[config.mk]
export PLATFORM = sky130hd
export DESIGN_NAME = lane_hit_scorer
export DESIGN_NICKNAME = d
export VERILOG_FILES = /design/src/rtl/lane_hit_scorer.sv
export SDC_FILE = /design/constraint.sdc
export NUM_CORES = 1
export LEC_CHECK = 0
export ABC_AREA = 1
export BUFFER_PORTS_ARGS = -buffer_cell sky130_fd_sc_hd__buf_2
export CAP_MARGIN = 40
export CORE_UTILIZATION = 54
export CTS_CLUSTER_DIAMETER = 40
export CTS_CLUSTER_SIZE = 24
export DETAILED_ROUTE_END_ITERATION = 8
export GPL_ROUTABILITY_DRIVEN = 0
export GPL_TIMING_DRIVEN = 0
export PLACE_DENSITY = 0.73
export SYNTH_ARGS = -nofsm -noshare
export SYNTH_HDL_FRONTEND = slang
export SYNTH_SLANG_ARGS = --single-unit
[constraint.sdc]
create_clock -name clk -period 5.8 [get_ports clk]
set_clock_uncertainty 0.2 [all_clocks]
set_input_delay 0.58 -clock clk [delete_from_list [all_inputs] [get_ports clk]]
set_output_delay 0.58 -clock clk [all_outputs]
set_load 0.01 [all_outputs]
[src/rtl/lane_hit_scorer.sv]
// rtl/lane_hit_scorer.sv - lane hit judgement, BCD score and combo engine
//
// Purpose: opens a timed hit window per note pattern, judges rising key
// edges per lane, keeps a saturating N-digit BCD score and a combo count.
// Optional build macro: LANE_HIT_SCORER_PENALTY_EN (wrong-lane presses cost
// one point, clear the combo and raise miss_pulse).
//
// Ports:
//   clk            system clock
//   resetn         asynchronous active-low reset
//   clear          synchronous game reset (same effect as resetn)
//   enable         play enable; low drops to idle
//   note_valid     one-cycle strobe qualifying note_lanes
//   note_lanes     lane pattern of the new note
//   keys           debounced key levels, active high
//   score_bcd      BCD score, digit 0 in [3:0]
//   combo          consecutive fully-cleared notes, saturating at 255
//   active_lanes   lanes still awaiting a press
//   window_active  high while a window is open
//   hit_pulse      at least one correct press judged
//   miss_pulse     note expired/abandoned with lanes left (or wrong press)
module lane_hit_scorer #(
  parameter int LANES          = 4,
  parameter int SCORE_DIGITS   = 3,
  parameter int WINDOW_CYCLES  = 25000000,
  parameter int COMBO_BONUS_AT = 10
) (
  input  logic                      clk,
  input  logic                      resetn,
  input  logic                      clear,
  input  logic                      enable,
  input  logic                      note_valid,
  input  logic [LANES-1:0]          note_lanes,
  input  logic [LANES-1:0]          keys,
  output logic [4*SCORE_DIGITS-1:0] score_bcd,
  output logic [7:0]                combo,
  output logic [LANES-1:0]          active_lanes,
  output logic                      window_active,
  output logic                      hit_pulse,
  output logic                      miss_pulse
);

  localparam int CW = $clog2(WINDOW_CYCLES);
  localparam logic [CW-1:0] WIN_LOAD = CW'(WINDOW_CYCLES - 1);
  localparam logic [4*SCORE_DIGITS-1:0] ALL_NINES = {SCORE_DIGITS{4'h9}};

  typedef enum logic [1:0] {S_IDLE, S_ARMED, S_WINDOW} state_t;

  state_t                    r_state;
  logic [LANES-1:0]          r_key_d;
  logic [LANES-1:0]          r_active;
  logic [CW-1:0]             r_cnt;
  logic [4*SCORE_DIGITS-1:0] r_score;
  logic [7:0]                r_combo;
  logic                      r_win;
  logic                      r_hit;
  logic                      r_miss;

  function automatic logic [2:0] popcnt(input logic [LANES-1:0] v);
    popcnt = '0;
    for (int i = 0; i < LANES; i++) popcnt = popcnt + 3'(v[i]);
  endfunction

  logic [LANES-1:0]          w_edge;
  logic [LANES-1:0]          w_hits;
  logic [LANES-1:0]          w_rem;
  logic [2:0]                w_nhits;
  logic [3:0]                w_points;
  logic [3:0]                w_add_val;
  logic [7:0]                w_combo_inc;
  logic                      w_new_note;
  logic [4:0]                w_carry;
  logic [4:0]                w_dsum;
  logic [4*SCORE_DIGITS-1:0] w_sum_score;
  logic [4*SCORE_DIGITS-1:0] w_score_next;

  assign w_edge      = keys & ~r_key_d;
  assign w_hits      = w_edge & r_active;
  assign w_rem       = r_active & ~w_edge;
  assign w_nhits     = popcnt(w_hits);
  // Bonus is judged on the combo value held before this cycle's update.
  assign w_points    = (int'(r_combo) >= COMBO_BONUS_AT) ? {w_nhits, 1'b0} : {1'b0, w_nhits};
  assign w_combo_inc = (r_combo == 8'hFF) ? 8'hFF : r_combo + 8'd1;
  assign w_new_note  = note_valid && (note_lanes != '0);

`ifdef LANE_HIT_SCORER_PENALTY_EN
  logic [LANES-1:0]          w_wrong;
  logic [2:0]                w_nwrong;
  logic [2:0]                w_sub_val;
  logic [2:0]                w_borrow;
  logic [4*SCORE_DIGITS-1:0] w_dif_score;

  assign w_wrong  = w_edge & ~r_active;
  assign w_nwrong = popcnt(w_wrong);
  // Hits and penalties are netted first so saturation/flooring sees one value.
  assign w_add_val = (w_points >= {1'b0, w_nwrong}) ? w_points - {1'b0, w_nwrong} : 4'd0;
  assign w_sub_val = (w_points >= {1'b0, w_nwrong}) ? 3'd0 : 3'({1'b0, w_nwrong} - w_points);

  always_comb begin
    w_dif_score = r_score;
    w_borrow    = w_sub_val;
    for (int i = 0; i < SCORE_DIGITS; i++) begin
      if (r_score[4*i +: 4] < {1'b0, w_borrow}) begin
        w_dif_score[4*i +: 4] = r_score[4*i +: 4] + 4'd10 - {1'b0, w_borrow};
        w_borrow = 3'd1;
      end else begin
        w_dif_score[4*i +: 4] = r_score[4*i +: 4] - {1'b0, w_borrow};
        w_borrow = 3'd0;
      end
    end
    if (w_borrow != 3'd0) w_dif_score = '0;
  end

  assign w_score_next = (w_sub_val != 3'd0) ? w_dif_score : w_sum_score;
`else
  assign w_add_val    = w_points;
  assign w_score_next = w_sum_score;
`endif

  // Ripple BCD add; the first digit may absorb up to 8, later digits a carry of 1.
  always_comb begin
    w_sum_score = r_score;
    w_carry     = {1'b0, w_add_val};
    w_dsum      = '0;
    for (int i = 0; i < SCORE_DIGITS; i++) begin
      w_dsum = {1'b0, r_score[4*i +: 4]} + w_carry;
      if (w_dsum > 5'd9) begin
        w_sum_score[4*i +: 4] = 4'(w_dsum - 5'd10);
        w_carry = 5'd1;
      end else begin
        w_sum_score[4*i +: 4] = w_dsum[3:0];
        w_carry = 5'd0;
      end
    end
    if (w_carry != 5'd0) w_sum_score = ALL_NINES;
  end

  always_ff @(posedge clk or negedge resetn) begin
    if (!resetn) begin
      r_state  <= S_IDLE;
      r_key_d  <= '1;
      r_active <= '0;
      r_cnt    <= '0;
      r_score  <= '0;
      r_combo  <= '0;
      r_win    <= 1'b0;
      r_hit    <= 1'b0;
      r_miss   <= 1'b0;
    end else if (clear) begin
      r_state  <= S_IDLE;
      r_key_d  <= '1;
      r_active <= '0;
      r_cnt    <= '0;
      r_score  <= '0;
      r_combo  <= '0;
      r_win    <= 1'b0;
      r_hit    <= 1'b0;
      r_miss   <= 1'b0;
    end else begin
      r_key_d <= keys;
      r_hit   <= 1'b0;
      r_miss  <= 1'b0;
      if (!enable) begin
        // Dropping out of play abandons the window silently.
        r_state  <= S_IDLE;
        r_active <= '0;
        r_win    <= 1'b0;
      end else begin
        case (r_state)
          S_IDLE: r_state <= S_ARMED;
          S_ARMED: begin
            if (w_new_note) begin
              r_active <= note_lanes;
              r_cnt    <= WIN_LOAD;
              r_win    <= 1'b1;
              r_state  <= S_WINDOW;
            end
          end
          S_WINDOW: begin
            r_score <= w_score_next;
            r_hit   <= (w_hits != '0);
            if (w_new_note) begin
              // Old pattern is judged first, then replaced in place.
              if (w_rem != '0) begin
                r_miss  <= 1'b1;
                r_combo <= '0;
              end else begin
                r_combo <= w_combo_inc;
              end
              r_active <= note_lanes;
              r_cnt    <= WIN_LOAD;
            end else if (w_rem == '0) begin
              // Clearing on the expiry cycle still counts as a hit.
              r_combo  <= w_combo_inc;
              r_active <= '0;
              r_win    <= 1'b0;
              r_state  <= S_ARMED;
            end else if (r_cnt == '0) begin
              r_miss   <= 1'b1;
              r_combo  <= '0;
              r_active <= '0;
              r_win    <= 1'b0;
              r_state  <= S_ARMED;
            end else begin
              r_cnt    <= r_cnt - 1'b1;
              r_active <= w_rem;
            end
`ifdef LANE_HIT_SCORER_PENALTY_EN
            if (w_wrong != '0) begin
              r_miss  <= 1'b1;
              r_combo <= '0;
            end
`endif
          end
          default: r_state <= S_IDLE;
        endcase
      end
    end
  end

  assign score_bcd     = r_score;
  assign combo         = r_combo;
  assign active_lanes  = r_active;
  assign window_active = r_win;
  assign hit_pulse     = r_hit;
  assign miss_pulse    = r_miss;

endmodule
Word-level counts from Yosys, hierarchy flattened --
Cells that the tools add are included. Widths: inputs -> output; s select.
Word-level totals: register bits after elaboration 58, bits in latches 0, bits in writable memories 0, bits in read-only memories 0, input port bits 13, output and inout port bits 27, memories kept 0
Cells by class: add/subtract/negate cells 11, multiply operators 0, div/mod/pow operators 0, magnitude comparators 4, equality and inequality tests 10, shift-type cells 0, multiplexer cells 58, bitwise gates (word level) 5, reduce and logical (&&, ||, !) cells 18
Operator list (count):
- $mux 25 | 6
- $mux 8 | 8
- $pmux 25 s2 | 1
- $mux 12 | 4
- $mux 4 | 11
- $logic_not 25->1 | 1
- $sub 25x1->25 const B | 1
- $mux 1 | 19
- $ne 4x4->1 const B | 4
- $reduce_bool 4->1 | 4
- $gt 5x4->1 const B | 3
- $and 4x4->4 | 3
- $mux 2 | 6
- $sub 4x4->4 const B | 3
- $add 4x1->5 | 2
- $add 8x1->8 const B | 1
- $eq 8x8->1 const B | 1
- $ge 8x4->1 const B | 1
- $not 4->4 | 2
- $pmux 4 s2 | 1
- $pmux 2 s3 | 1
- $reduce_and 3->1 | 2
- $add 4x4->5 | 1
- $ne 5x5->1 const B | 1
- 17 further kinds | 19

Longest topological paths before layout --
Gate-level depths: netlist of run 1.
depth after elaboration 21, gate-level depth with buffers 30

Worst setup path before layout of run 1 --
No wires, ideal clock.
path kind in2reg, start input keys[0], end register r_score[9] (netlist: score_bcd[9]), library setup time 83 ps, arrival 5029 ps, required time 5517 ps, setup slack 488 ps, stages 29, buffers on the path 0, cells stage by stage inv_1 > nor2_1 > nand2_1 > fa_1 > inv_1 > ha_1 > ha_1 > nand2_1 > o21ai_0 > fa_1 > xnor2_1 > nand2_1 > nand3_1 > nand2_1 > ha_1 > ha_1 > xnor2_1 > nand2_1 > nand2_1 > nand2_1 > ha_1 > ha_1 > xnor2_1 > o211ai_1 > nand2_1 > inv_1 > nor2_1 > inv_1 > o21ai_0
On the way: longest elaborated chain between the ends 20
Ends and longest elaborated chain:
- from (decl) | RTL line 34 | input logic [LANES-1:0] keys,
- $and 4x4->4 (*) | RTL line 77 | assign w_edge = keys & ~r_key_d;
- $and 4x4->4 (*) | RTL line 78 | assign w_hits = w_edge & r_active;
- $add 1x1->2 (*) | RTL line 61 | for (int i = 0; i < LANES; i++) popcnt = popcnt + 3'(v[i]);
- $add 2x1->3 (*) | RTL line 61
- $add 3x1->3 (*) | RTL line 61
- $mux 4 (*) | RTL line 82 | assign w_points = (int'(r_combo) >= COMBO_BONUS_AT) ? {w_nhits, 1'b0} : {1'b0, w_nhits};
- $add 4x4->5 (*) | RTL line 126 | w_dsum = {1'b0, r_score[4*i +: 4]} + w_carry;
- $gt 5x4->1 (*) | RTL line 127 | if (w_dsum > 5'd9) begin
- [... 4 more ...]
- $add 4x1->5 (*) | RTL line 126
- $gt 5x4->1 | RTL line 127
- $mux 1 | RTL line 127
- $reduce_bool 5->1 | RTL line 135 | if (w_carry != 5'd0) w_sum_score = ALL_NINES;
- $mux 12 (*) | RTL line 135
- $mux 12 (*) | RTL line 169 | case (r_state)
- $mux 12 (*) | RTL line 163 | if (!enable) begin
- $mux 12 (*) | RTL line 149 | end else if (clear) begin
- to (signal assigned) | RTL line 180 | r_score <= w_score_next;
- to (decl) | RTL line 53 | logic [4*SCORE_DIGITS-1:0] r_score;
Every way passes the cells marked *; elsewhere a longest branch is shown, timed or not. The select of a mux whose other input is x is not followed. A chain may end at the register's enable or synchronous reset.

Worst setup path in the final report of run 1 --
start register r_key_d[0], end register r_score[9] (netlist: score_bcd[9])
On the way: longest elaborated chain between the ends 21
Ends and longest elaborated chain:
- from (decl) | RTL line 50 | logic [LANES-1:0] r_key_d;
- from (signal assigned) | RTL line 160 | r_key_d <= keys;
- $not 4->4 (*) | RTL line 77
- $and 4x4->4 (*) | RTL line 77
- $and 4x4->4 (*) | RTL line 78
- $add 1x1->2 (*) | RTL line 61
- $add 2x1->3 (*) | RTL line 61
- $add 3x1->3 (*) | RTL line 61
- $mux 4 (*) | RTL line 82
- $add 4x4->5 (*) | RTL line 126
- [... 5 more ...]
- $add 4x1->5 (*) | RTL line 126
- $gt 5x4->1 | RTL line 127
- $mux 1 | RTL line 127
- $reduce_bool 5->1 | RTL line 135
- $mux 12 (*) | RTL line 135
- $mux 12 (*) | RTL line 169
- $mux 12 (*) | RTL line 163
- $mux 12 (*) | RTL line 149
Marks and branches as above.

==> results of run 1 <==
## power groups by stage
stage | Combinational, mW | Sequential [mW] | Clock [mW]
final | 0.179 | 0.457 | 0.435
after global routing | 0.204 | 0.460 | 0.460
after CTS | 0.178 | 0.456 | 0.441
after detailed placement | 0.177 | 0.463 | 0
after global placement | 0.171 | 0.462 | 0
after floorplan | 0.125 | 0.458 | 0
## logic make-up after synthesis
group / after synthesis / share of synthesized area [%]
AO/OA/AOI/OAI: 71 / 10.7
XOR/XNOR: 8 / 1.70
adder cells (fa/ha/maj): 22 / 7.06
buffers and inverters: 79 / 7.94
flip-flops: 58 / 35.4
AND/OR/NAND/NOR: 348 / 37.2
## per-stage QoR
| stage | total power, mW | setup slack (ns) |
|---|---|---|
| after CTS | 1.08 | 0.0519 |
| final | 1.07 | 0.382 |
| after floorplan | 0.584 | 0.488 |
| after global placement | 0.633 | -0.128 |
| after detailed placement | 0.641 | -0.319 |
| after global routing | 1.12 | 0.00754 |
## final cells by class
cell class | count | area share (%)
Buffer | 8 | 1.27
Timing Repair Buffer | 41 | 4.71
Tap cell | 99 | 2.62
Sequential cell | 58 | 30.8
Multi-Input combinational cell | 449 | 50.2
Clock inverter | 6 | 1.88
Inverter | 71 | 5.63
Clock buffer | 10 | 2.91
## sequential cells by signal (all words and copies together), names as in the netlist, 2 cells and up
| register | count |
|---|---|
| r_cnt | 25 |
| score_bcd | 12 |
| combo | 8 |
| active_lanes | 4 |
| r_state | 2 |
| r_key_d | 4 |
## per-layer routing
| metal | GRT usage [%] | share of wire (%) |
|---|---|---|
| met5 | 0 | 0 |
| met4 | 10.1 | 1.3 |
| met3 | 4.62 | 4.4 |
| met2 | 43.3 | 46 |
| met1 | 36.6 | 48 |
## synthesized netlist by cell type, types with 6 or more instances
cell type and instances:
o21ai_2 11, a21oi_1 8, nand4_1 15, o21ai_0 30
nand3_1 39, o21ai_1 15, nand2_1 183, nor3_1 16
dfrtp_1 54, inv_1 65, nor2_1 72, ha_1 20
inv_2 6
## worst min-delay path by stage
stage | depth (start not counted) | startpoint | slack (ns) | end
6_report | 1 | resetn | 0.08 | r_cnt[16]$_DFFE_PN0P_
4_1_cts | 1 | resetn | 0.09 | score_bcd[5]$_DFFE_PN0P_
3_3_place_gp | 2 | r_cnt[0]$_DFFE_PN0P_ | 0.26 | r_cnt[0]$_DFFE_PN0P_
2_1_floorplan | 0 | resetn | 0.08 | active_lanes[0]$_DFFE_PN0P_
3_5_place_dp | 2 | r_cnt[0]$_DFFE_PN0P_ | 0.27 | r_cnt[0]$_DFFE_PN0P_
5_1_grt | 1 | resetn | 0.12 | r_state[0]$_DFFE_PN0P_
## timing repair
item                       CTS  global route
hold buffers                 0             0
setup buffers                0             1
gates resized for setup      1             8
setup endpoints to repair    3            11
pin swaps                    0             2
hold endpoints to repair     0             0
==> results.md, run 1 <==
- The horizontal die dimension is 89.3 um.
- Detailed placement ended at an HPWL of 7270 um.
- The worst setup path startpoint is r_key_d[0]$_DFF_PN1_.
- The clock net sink count is 58.
- The library cell used most frequently in the layout, excluding fill and tap cells, is nand2_1.
- The total of flip-flops plus latches after synthesis is 58.
- The biggest area contributor in the post-synthesis netlist is dfrtp_1.
- Summing all flip-flop and latch instances after layout gives 1460 um^2.
- The number of warnings reported in the yosys synthesis log is 0.
- The data arrival time of the critical path is 5.49 ns.
- The post-route core utilization is about 65%.
- The classification of the worst setup path is flop to flop.
- The total of max-cap violations is 0.
- The number of buffer and inverter instances along the worst setup path is 5.
- The worst register-to-register path ends at score_bcd[9]$_DFFE_PN0P_.
- The post-synthesis to final-layout area growth is 15.1%.
- The vias per cell is 5.39.
- The leakage power is 2.49 nW.
- The TritonCTS buffer count is 9.
- The worst-case clock buffer depth is 2.
- Summing all non-filler instances in the final layout gives an area of 4730 um^2.
- The post-synthesis net count is slightly above 600.
- In this run the remaining antenna-violating nets after routing total 0.
- The switching power as a share of total power is 30.7%.
- Hold is met by ~0.076 ns.
- For the worst flop-to-flop path, the logic depth is 28.
- The endpoint of the most critical setup path is score_bcd[9]$_DFFE_PN0P_.
- The final-stage net count is 673.
- The netlist uses 37 different library cells.
- Sequential cells account for about 43% of the total power.
- Counting flops with a built-in enable in the synthesized netlist gives 0.
- Counting buffers and inverters, the worst setup path is 28 cells deep.
- The level count of the clock H-tree is 3.
- The placeable core area is 7290 um^2.
- Across all register-to-register paths, the minimum setup slack is approximately 0.38 ns.
- Detailed routing inserted a total of about 4000 vias.
- The required time of the critical path is slightly below 6 ns.
- Sorting the synthesized cells by area gives the leading types as dfrtp_1, nand2_1, nor2_1.
- The initial antenna violation count is 0.
- Counting I/O delays and the setup requirement, the final critical path takes 5.42 ns.
- The via count of the first global-routing pass is ~3700.
- The total die area is 7970 um^2.
- Dividing the final minimum period by the clock period gives 93.4%.
- In the layout the commonest cells are nand2_1, nor2_1, inv_1, dfrtp_1, buf_2.
- Summing all placed instances gives a cell area of 4450 um^2.
- The floorplan step set the die height to 89.3 um.
- The remaining design rule violation count is 0.
- The maximum operating frequency is 185 MHz.
- The sum of negative setup slack is 0 ns.
- The global-route congestion overflow total is 0.
- The total routing usage reported by global routing is 27.0%.
- Entering global routing, the biggest net connects 32 pins.
- The type of origin of the critical path is a flop.
- Internal power comes to 0.742 mW.
- The per-cell routed wire length is 13.4 um.
- The maximum fanout encountered on the critical timing path is 5.
- The master cell of the clock root buffer is clkbuf_8.
- The site row count is 31.
- The share of the yosys chip area belonging to registers is about 35%.
- The run finished with clean final reports.
- The slowest stage cell on the critical path is fa_1.
- The proportion of netlist area held by the largest area contributor is 32.9%.
- Each instance of the synthesized netlist takes up on average 7.02 um^2.
- The number of standard cells in the layout, taps in and fillers out is 742.
- The mapped netlist covers 4110 um^2.
- The area of combinational cells with multiple inputs is 2370 um^2.
- The library cell appearing most often on the critical path is nand2_1.
- The type of element capturing the critical path is a flop.
- After clock tree synthesis, the clock-pin slew on the worst setup and hold paths is 0.08 ns.
- The cell family contributing the most delay on the critical path is adder cells.
- The worst-case IR drop observed on VDD is 0.189 mV.
- For the worst-skew pair, the clock arrives at the later sink with an insertion delay of 0.35 ns.
- The most used flip-flop cell after synthesis is dfrtp_1.
- The repair_antennas step left the layout with diodes totalling 0.
- The slew at the pin with the worst max-slew slack is 0.693 ns.
- The number of setup violations in the final report is 0.
- Once the floorplan was initialized, standard cells occupied 56.4% of the core.
- In this run the critical register-to-register path is launched from r_key_d[0]$_DFF_PN1_.
- In this run the power spent charging and discharging nets is 0.329 mW.
- The tightest min-delay check is of the primary input to async pin type.
- The worst stage delay on the critical path is 0.55 ns.
- Setup repair after global routing left no endpoint under its margin.
- The number of pins with negative max-slew slack in the final report is 0.
- The initial DRC count is roughly 270.
- 40 I/O pins were placed.
- The fraction of layout cells with a size suffix above 1 is 17.4%.
- The fill cell total of the finished layout is 710.
- The first global-routing pass estimated 16500 um of wire.
- The number of hold-slack violations in the final timing report came to 0.
- The final routed wirelength across all metal layers is 9910 um.
- The headroom to the max-slew limit is 53.8%.
- The share of synthesized registers carrying an async set or reset is 100%.
- TritonCTS built the clock tree.
- Synthesis produced a netlist whose cell count is 586.
- The post-placement cell count is approximately 730.
- The pre-antenna-repair detailed-routing pass consisted of 5 iterations.
- In this run the power density over the cells is about 230 nW/um^2.
- The count of buffers added on input and output ports is 39.
- In this run, the combinational gates consume 16.7% of the power.
- The clock network accounts for between 40% and 50% of the total power.
Power figures use the tool's default switching activity.
==> inputs of run 2 (changes only) <==
--- a/config.mk
+++ b/config.mk
@@ -14,7 +14,7 @@
 export DETAILED_ROUTE_END_ITERATION = 8
 export GPL_ROUTABILITY_DRIVEN = 0
 export GPL_TIMING_DRIVEN = 0
-export PLACE_DENSITY = 0.73
+export PLACE_DENSITY = 0.79
 export SYNTH_ARGS = -nofsm -noshare
 export SYNTH_HDL_FRONTEND = slang
 export SYNTH_SLANG_ARGS = --single-unit
==> results.md, run 2 (synthesis results as in run 1) <==
- Along the worst path, the maximum fanout reaches 5.
- The worst stage delay on the critical path is 0.55 ns.
- For flop-to-flop paths, the worst setup slack is roughly 0.40 ns.
- The data arrival time of the critical path is 5.47 ns.
- The initial DRC count is 247.
- The number of hold-slack violations in the final timing report is 0.
- The TritonCTS buffer count is 9.
- The required time of the critical path is between 5 and 6 ns.
- After routing, the total negative slack on setup checks comes to 0 ns.
- Following the worst setup path forward leads to its endpoint at score_bcd[9]$_DFFE_PN0P_.
- The classification of the worst setup path is flop to flop.
- The cell family contributing the most delay on the critical path is adder cells.
- Of the available clock period, the critical path in the final layout requires 93.1%.
- The first detailed-routing pass ran for 6 iterations.
- The maximum number of pins on one net before global-route repair is 24.
- The horizontal die dimension is roughly 89 um.
- The run finished with clean final reports.
- Setup violations remaining at the end of the flow were counted as 0.
- The clock net sink count is 58.
- Measured against its own limit, the worst slew margin works out to between 60% and 70%.
- After detailed routing, the average wire length per cell comes to roughly 13 um.
- The clock reaches the later pin of the worst-skew pair after 0.36 ns.
- The total area inside the core boundary comes to roughly 7300 um^2.
- The minimum period implied by the final worst setup slack is between 5 and 6 ns.
- The total die area is ~8000 um^2.
- In this run the number of cells on the critical path is 28.
- After clock tree synthesis, the clock-pin slew on the worst setup and hold paths is 0.07 ns.
- After detailed routing, the number of remaining DRC violations is 0.
- Setup repair after global routing left no endpoint under its margin.
- The post-route core utilization is between 60% and 70%.
- The worst-case clock buffer depth is 2.
- STA classifies the critical path startpoint as a flop.
- The ratio of total power to cell area is 215 nW/um^2.
- The layout has roughly 680 filler cells.
- The library cell used most frequently in the layout, excluding fill and tap cells, is nand2_1.
- The slew at the pin with the worst max-slew slack is 0.525 ns.
- The slowest stage of the critical path is the fa_1 cell.
- The master cell of the clock root buffer is clkbuf_8.
- After the flow finishes, the layout carries non-filler instances totaling 742.
- The starting density of the core is 56.4%.
- By instance count, the cell type seen most on the critical path is nand2_1.
- The vias per cell is 5.42.
- The global-route congestion overflow total is 0.
- Summed over all layers, the routed wires come to 9960 um.
- The estimated wirelength of the detail-placed design is 7410 um.
- The total routing usage reported by global routing is between 20% and 30%.
- The type of element capturing the critical path is a flop.
- The TritonCTS clock tree is yes.
- The number of inserted diodes is 0.
- The residual antenna-violating net count after detailed routing is 0.
- The number of top-level design ports is 40.
- The tool flagged a number of max-cap violations equal to 0.
- The final-stage net count is 674.
- The count of buffers inserted at the top-level ports is 39.
- The maximum vdd drop is 0.128 mV.
- Summing all placed instances gives a cell area of between 4000 and 5000 um^2.
- Together, buffers and inverters on the worst path number 5.
- In the layout the commonest cells are nand2_1, nor2_1, inv_1, dfrtp_1, buf_2.
- The number of pins with negative max-slew slack in the final report is 0.
- The register with the most flip-flops in the layout has 25 of them.
- The largest register by flop count is r_cnt.
- The level count of the clock H-tree is 3.
- The via count of the first global-routing pass came to approximately 3700.
- The global-route wire length before repair is ~17000 um.
- The number of setup buffers added after CTS is 0.
- The die is 89.3 um tall.
- On the final layout, the worst hold slack is around 0.25 ns.
- The area growth from synthesis to layout is 14.7%.
- In the final layout, the share of cells above drive strength 1 is 17.1%.
- Counting cells, the worst reg-to-reg path comes to 28.
- The site row count is 31.
- The via count is 4019.
- In this run the critical register-to-register path is launched from r_key_d[0]$_DFF_PN1_.
- The maximum operating frequency is 185 MHz.
- The worst setup path startpoint is r_key_d[0]$_DFF_PN1_.
- The analysis attributes to cell leakage a power of ~2.5 nW.
- After detailed placement, the design holds a cell count of roughly 730.
- The worst register-to-register path ends at score_bcd[9]$_DFFE_PN0P_.
- After routing the design area is 4710 um^2.
- The initial antenna violation count is 0.
- The type of the most critical hold path is primary input to flop.
==> run 2: layout make-up <==
| type | instances | area (um^2) | area share (%) |
|---|---|---|---|
| Multi-Input combinational cell | 449 | 2370 | 50.3 |
| Inverter | 71 | 267 | 5.65 |
| Sequential cell | 58 | 1460 | 30.9 |
| Buffer | 8 | 60.1 | 1.27 |
| Timing Repair Buffer | 42 | 253 | 5.36 |
| Tap cell | 99 | 124 | 2.63 |
| Clock inverter | 3 | 40.0 | 0.849 |
| Clock buffer | 12 | 145 | 3.08 |
==> run 2: stage by stage <==
stage          setup slack [ns]  total power [mW]
2_1_floorplan             0.488             0.584
3_5_place_dp             -0.451             0.643
3_3_place_gp            -0.0815             0.631
4_1_cts                  0.0531              1.01
5_1_grt                  0.0193              1.06
6_report                  0.399              1.01
==> run 2: worst min path at each step <==
stage | from | to | slack (ns) | depth (start not counted)
final | keys[3] | r_key_d[3]$_DFF_PN1_ | 0.25 | 3
after global placement | r_cnt[0]$_DFFE_PN0P_ | r_cnt[0]$_DFFE_PN0P_ | 0.26 | 2
after CTS | keys[3] | r_key_d[3]$_DFF_PN1_ | 0.24 | 3
after floorplan | resetn | active_lanes[0]$_DFFE_PN0P_ | 0.08 | 0
after global routing | keys[0] | r_key_d[0]$_DFF_PN1_ | 0.26 | 3
after detailed placement | r_cnt[0]$_DFFE_PN0P_ | r_cnt[0]$_DFFE_PN0P_ | 0.28 | 2
==> run 2: routing by layer <==
layer,vias up,share of wire (%),track usage (%),routed length [um]
li1,1983,-,-,-
met1,1894,47,37.4,4730
met2,124,45,43.4,4500
met3,18,5.5,6.83,543
met4,0,1.8,9.52,184
met5,-,0,0,0
==> run 2: where the power goes <==
part	internal, mW	switching [mW]
Sequential	0.428	0.0288
Clock	0.207	0.167
Combinational	0.0616	0.120
==> run 2: repair_timing <==
| action | in CTS | in global routing |
|---|---|---|
| endpoints found under the hold margin | 13 | 0 |
| gates resized for setup | 2 | 7 |
| setup endpoints to repair | 3 | 11 |
| pin swaps | 0 | 1 |
| hold buffers | 1 | 0 |
| cloned | 0 | 0 |
==> run 2: tightest hold or removal path: cells and delay by family <==
kind,cells,cell delay [ns]
buffers and inverters,2,0.17
and+or+nand+nor,1,0.05
==> inputs of run 3 (changes only) <==
--- a/config.mk
+++ b/config.mk
@@ -13,7 +13,7 @@
 export CTS_CLUSTER_SIZE = 24
 export DETAILED_ROUTE_END_ITERATION = 8
 export GPL_ROUTABILITY_DRIVEN = 0
-export GPL_TIMING_DRIVEN = 0
+export GPL_TIMING_DRIVEN = 1
 export PLACE_DENSITY = 0.79
 export SYNTH_ARGS = -nofsm -noshare
 export SYNTH_HDL_FRONTEND = slang
==> constraint.sdc (replaced) <==
create_clock -name clk -period 5.8 [get_ports clk]
set_clock_uncertainty 0.2 [all_clocks]
set_input_delay 1.16 -clock clk [delete_from_list [all_inputs] [get_ports clk]]
set_output_delay 1.16 -clock clk [all_outputs]
set_load 0.01 [all_outputs]
==> results.md, run 3 (synthesis results as in run 1) <==
- The master cell of the clock root buffer is clkbuf_8.
- The initial antenna violation count is 0.
- The number of optimization iterations in the first detailed-route pass is 5.
- For the worst flop-to-flop path, the logic depth is 29.
- The count of buffers inserted at the top-level ports is 39.
- For this configuration, the core starts out at a cell density of between 50 and 60%.
- The headroom to the max-slew limit is between 40% and 50%.
- In the routed design, unresolved DRC markers number 0.
- From bottom edge to top edge, the die measures slightly below 90 um.
- The portion of the clock cycle consumed by the worst path in the final layout is a little over nine tenths.
- The via count of the first global-routing pass is 3740.
- The number of hold-slack violations in the final timing report was 0.
- The type of origin of the critical path is a primary input.
- The worst setup path is captured at a flop.
- The TritonCTS buffer count is 9.
- The global-route congestion overflow total is 0.
- For this run, the top clock speed supported by timing is 182 MHz.
- The critical path is of the primary input to flop type.
- The total design power is 0.948 mW.
- The smallest setup slack after layout is 0.316 ns.
- The slew at the pin with the worst max-slew slack is between 0.7 and 0.8 ns.
- The data arrival time of the critical path is 5.52 ns.
- The worst stage delay on the critical path is 0.56 ns.
- In the layout the commonest cells are nand2_1, nor2_1, inv_1, dfrtp_1, buf_2.
- The via count is 3932.
- Global routing consumed, over all layers together, a little over a quarter of the routing resources.
- The floorplan step defined a die boundary enclosing 7970 um^2.
- The worst hold path was traced through 2 stages.
- The number of setup violations in the final report is 0.
- The flow ran to the end, and the final reports show no timing, DRC or antenna violations.
- The type of the most critical hold path is flop to flop.
- The core region is 7290 um^2.
- In the final layout, the share of cells above drive strength 1 is 20.2%.
- The placement-stage cell area is 4470 um^2.
- Summed over all layers, the routed wires come to 9690 um.
- The total of max-cap violations is 0.
- The clock-pin slew on the worst setup and hold paths is 0.07 ns.
- The cell area after layout is 4720 um^2.
- 40 I/O pins were placed.
- The number of inserted diodes is 0.
- The first global-routing pass estimated ~16000 um of wire.
- The initial DRC count is 243.
- The worst setup slack after placement is -0.359 ns.
- The register with the most flip-flops in the final layout is r_cnt.
- Across the VDD grid, the largest voltage drop is 0.128 mV.
- Among the stages of the critical path, the cell type that occurs most often is nand2_1.
- The analysis attributes to cell leakage a power of 2.46 nW.
- The site row count is 31.
- In the routed layout, each cell is associated on average with a via count of 5.30.
- The TritonCTS clock tree is yes.
- Clock latency on the worst-skew pair, taken at its later pin, is roughly 0.34 ns.
- The maximum number of pins on one net before global-route repair is 59.
- The H-tree was split into 3 levels.
- The post-placement cell count is 727.
- The required time of the critical path is 5.84 ns.
- Along the worst path, the maximum fanout reaches 5.
- The estimated wirelength of the detail-placed design is around 6900 um.
- Leaving out filler cells and counting taps, the final layout contains around 740.
- The worst path needs 5.48 ns of the cycle, external delays included.
- The horizontal die dimension is 89.3 um.
- The number of flip-flops under the largest register name is 25.
- The ratio of total power to cell area is 201 nW/um^2.
- The residual antenna-violating net count after detailed routing is 0.
- No sink is reached through more buffers than the 2 on the longest clock path.
- The number of pins with negative max-slew slack in the final report is 0.
- The final-stage net count is just under 700.
- The slowest stage cell on the critical path is fa_2.
- The post-synthesis to final-layout area growth is 14.8%.
- In the final routed layout, each cell accounts on average for 13.1 um.
- The most common cell after layout, fill and taps aside is nand2_1.
- For this design, the sink count on the clock tree is 58.
## run 3: layer usage
| metal | vias up | track usage [%] | wire (um) |
|---|---|---|---|
| met1 | 1834 | 35.8 | 4570 |
| met2 | 97 | 43.6 | 4490 |
| met4 | 0 | 10.5 | 171 |
| met3 | 14 | 4.06 | 460 |
| met5 | - | 0 | 0 |
| li1 | 1987 | - | - |
## run 3: path summary, 6_finish.rpt
kind | from | slack, ns | endpoint
worst max-delay path | keys[0] | 0.32 | score_bcd[2]$_DFFE_PN0P_
worst min-delay path | r_cnt[0]$_DFFE_PN0P_ | 0.29 | r_cnt[0]$_DFFE_PN0P_
worst max register to register | r_key_d[0]$_DFF_PN1_ | 0.89 | score_bcd[2]$_DFFE_PN0P_
worst min register to register | r_cnt[0]$_DFFE_PN0P_ | 0.29 | r_cnt[0]$_DFFE_PN0P_
max in group asynchronous | resetn | 4.12 | r_cnt[15]$_DFFE_PN0P_
min in group asynchronous | resetn | 0.78 | r_cnt[22]$_DFFE_PN0P_
## run 3: worst max-delay path: cells and delay by family
| family | cells | cell delay [ns] |
|---|---|---|
| AOI/OAI and AO/OA | 2 | 0.17 |
| adders and majority gates | 8 | 2.53 |
| buffers and inverters | 8 | 0.61 |
| and+or+nand+nor | 13 | 1.04 |
## run 3: where the power goes
part           switching (mW)  internal, mW
sequential             0.0280         0.428
combinational           0.116        0.0542
clock                   0.161         0.160
total                   0.305         0.643
## run 3: per-stage QoR
step                TNS, ns  util, %  hold WS (ns)
CTS                       0     63.5         0.295
global route         -0.115     64.7         0.308
finish                    0     64.7         0.291
floorplan                 0        -         0.255
global placement     -0.608     61.3         0.264
detailed placement    -2.93     61.3         0.279
## run 3: cell type report
cell class	instances	area, um^2
timing repair buffer	51	285
inverter	71	267
tap	99	124
sequential	58	1460
clock buffer	11	141
fill	693	2570
multi-input combinational	449	2430
clock inverter	3	17.5
## run 3: timing repair
action	CTS	global route
pin swaps	1	9
setup buffers	0	1
hold buffers	0	0
resized for setup	0	25
gates cloned	0	0
setup endpoints to repair	4	12
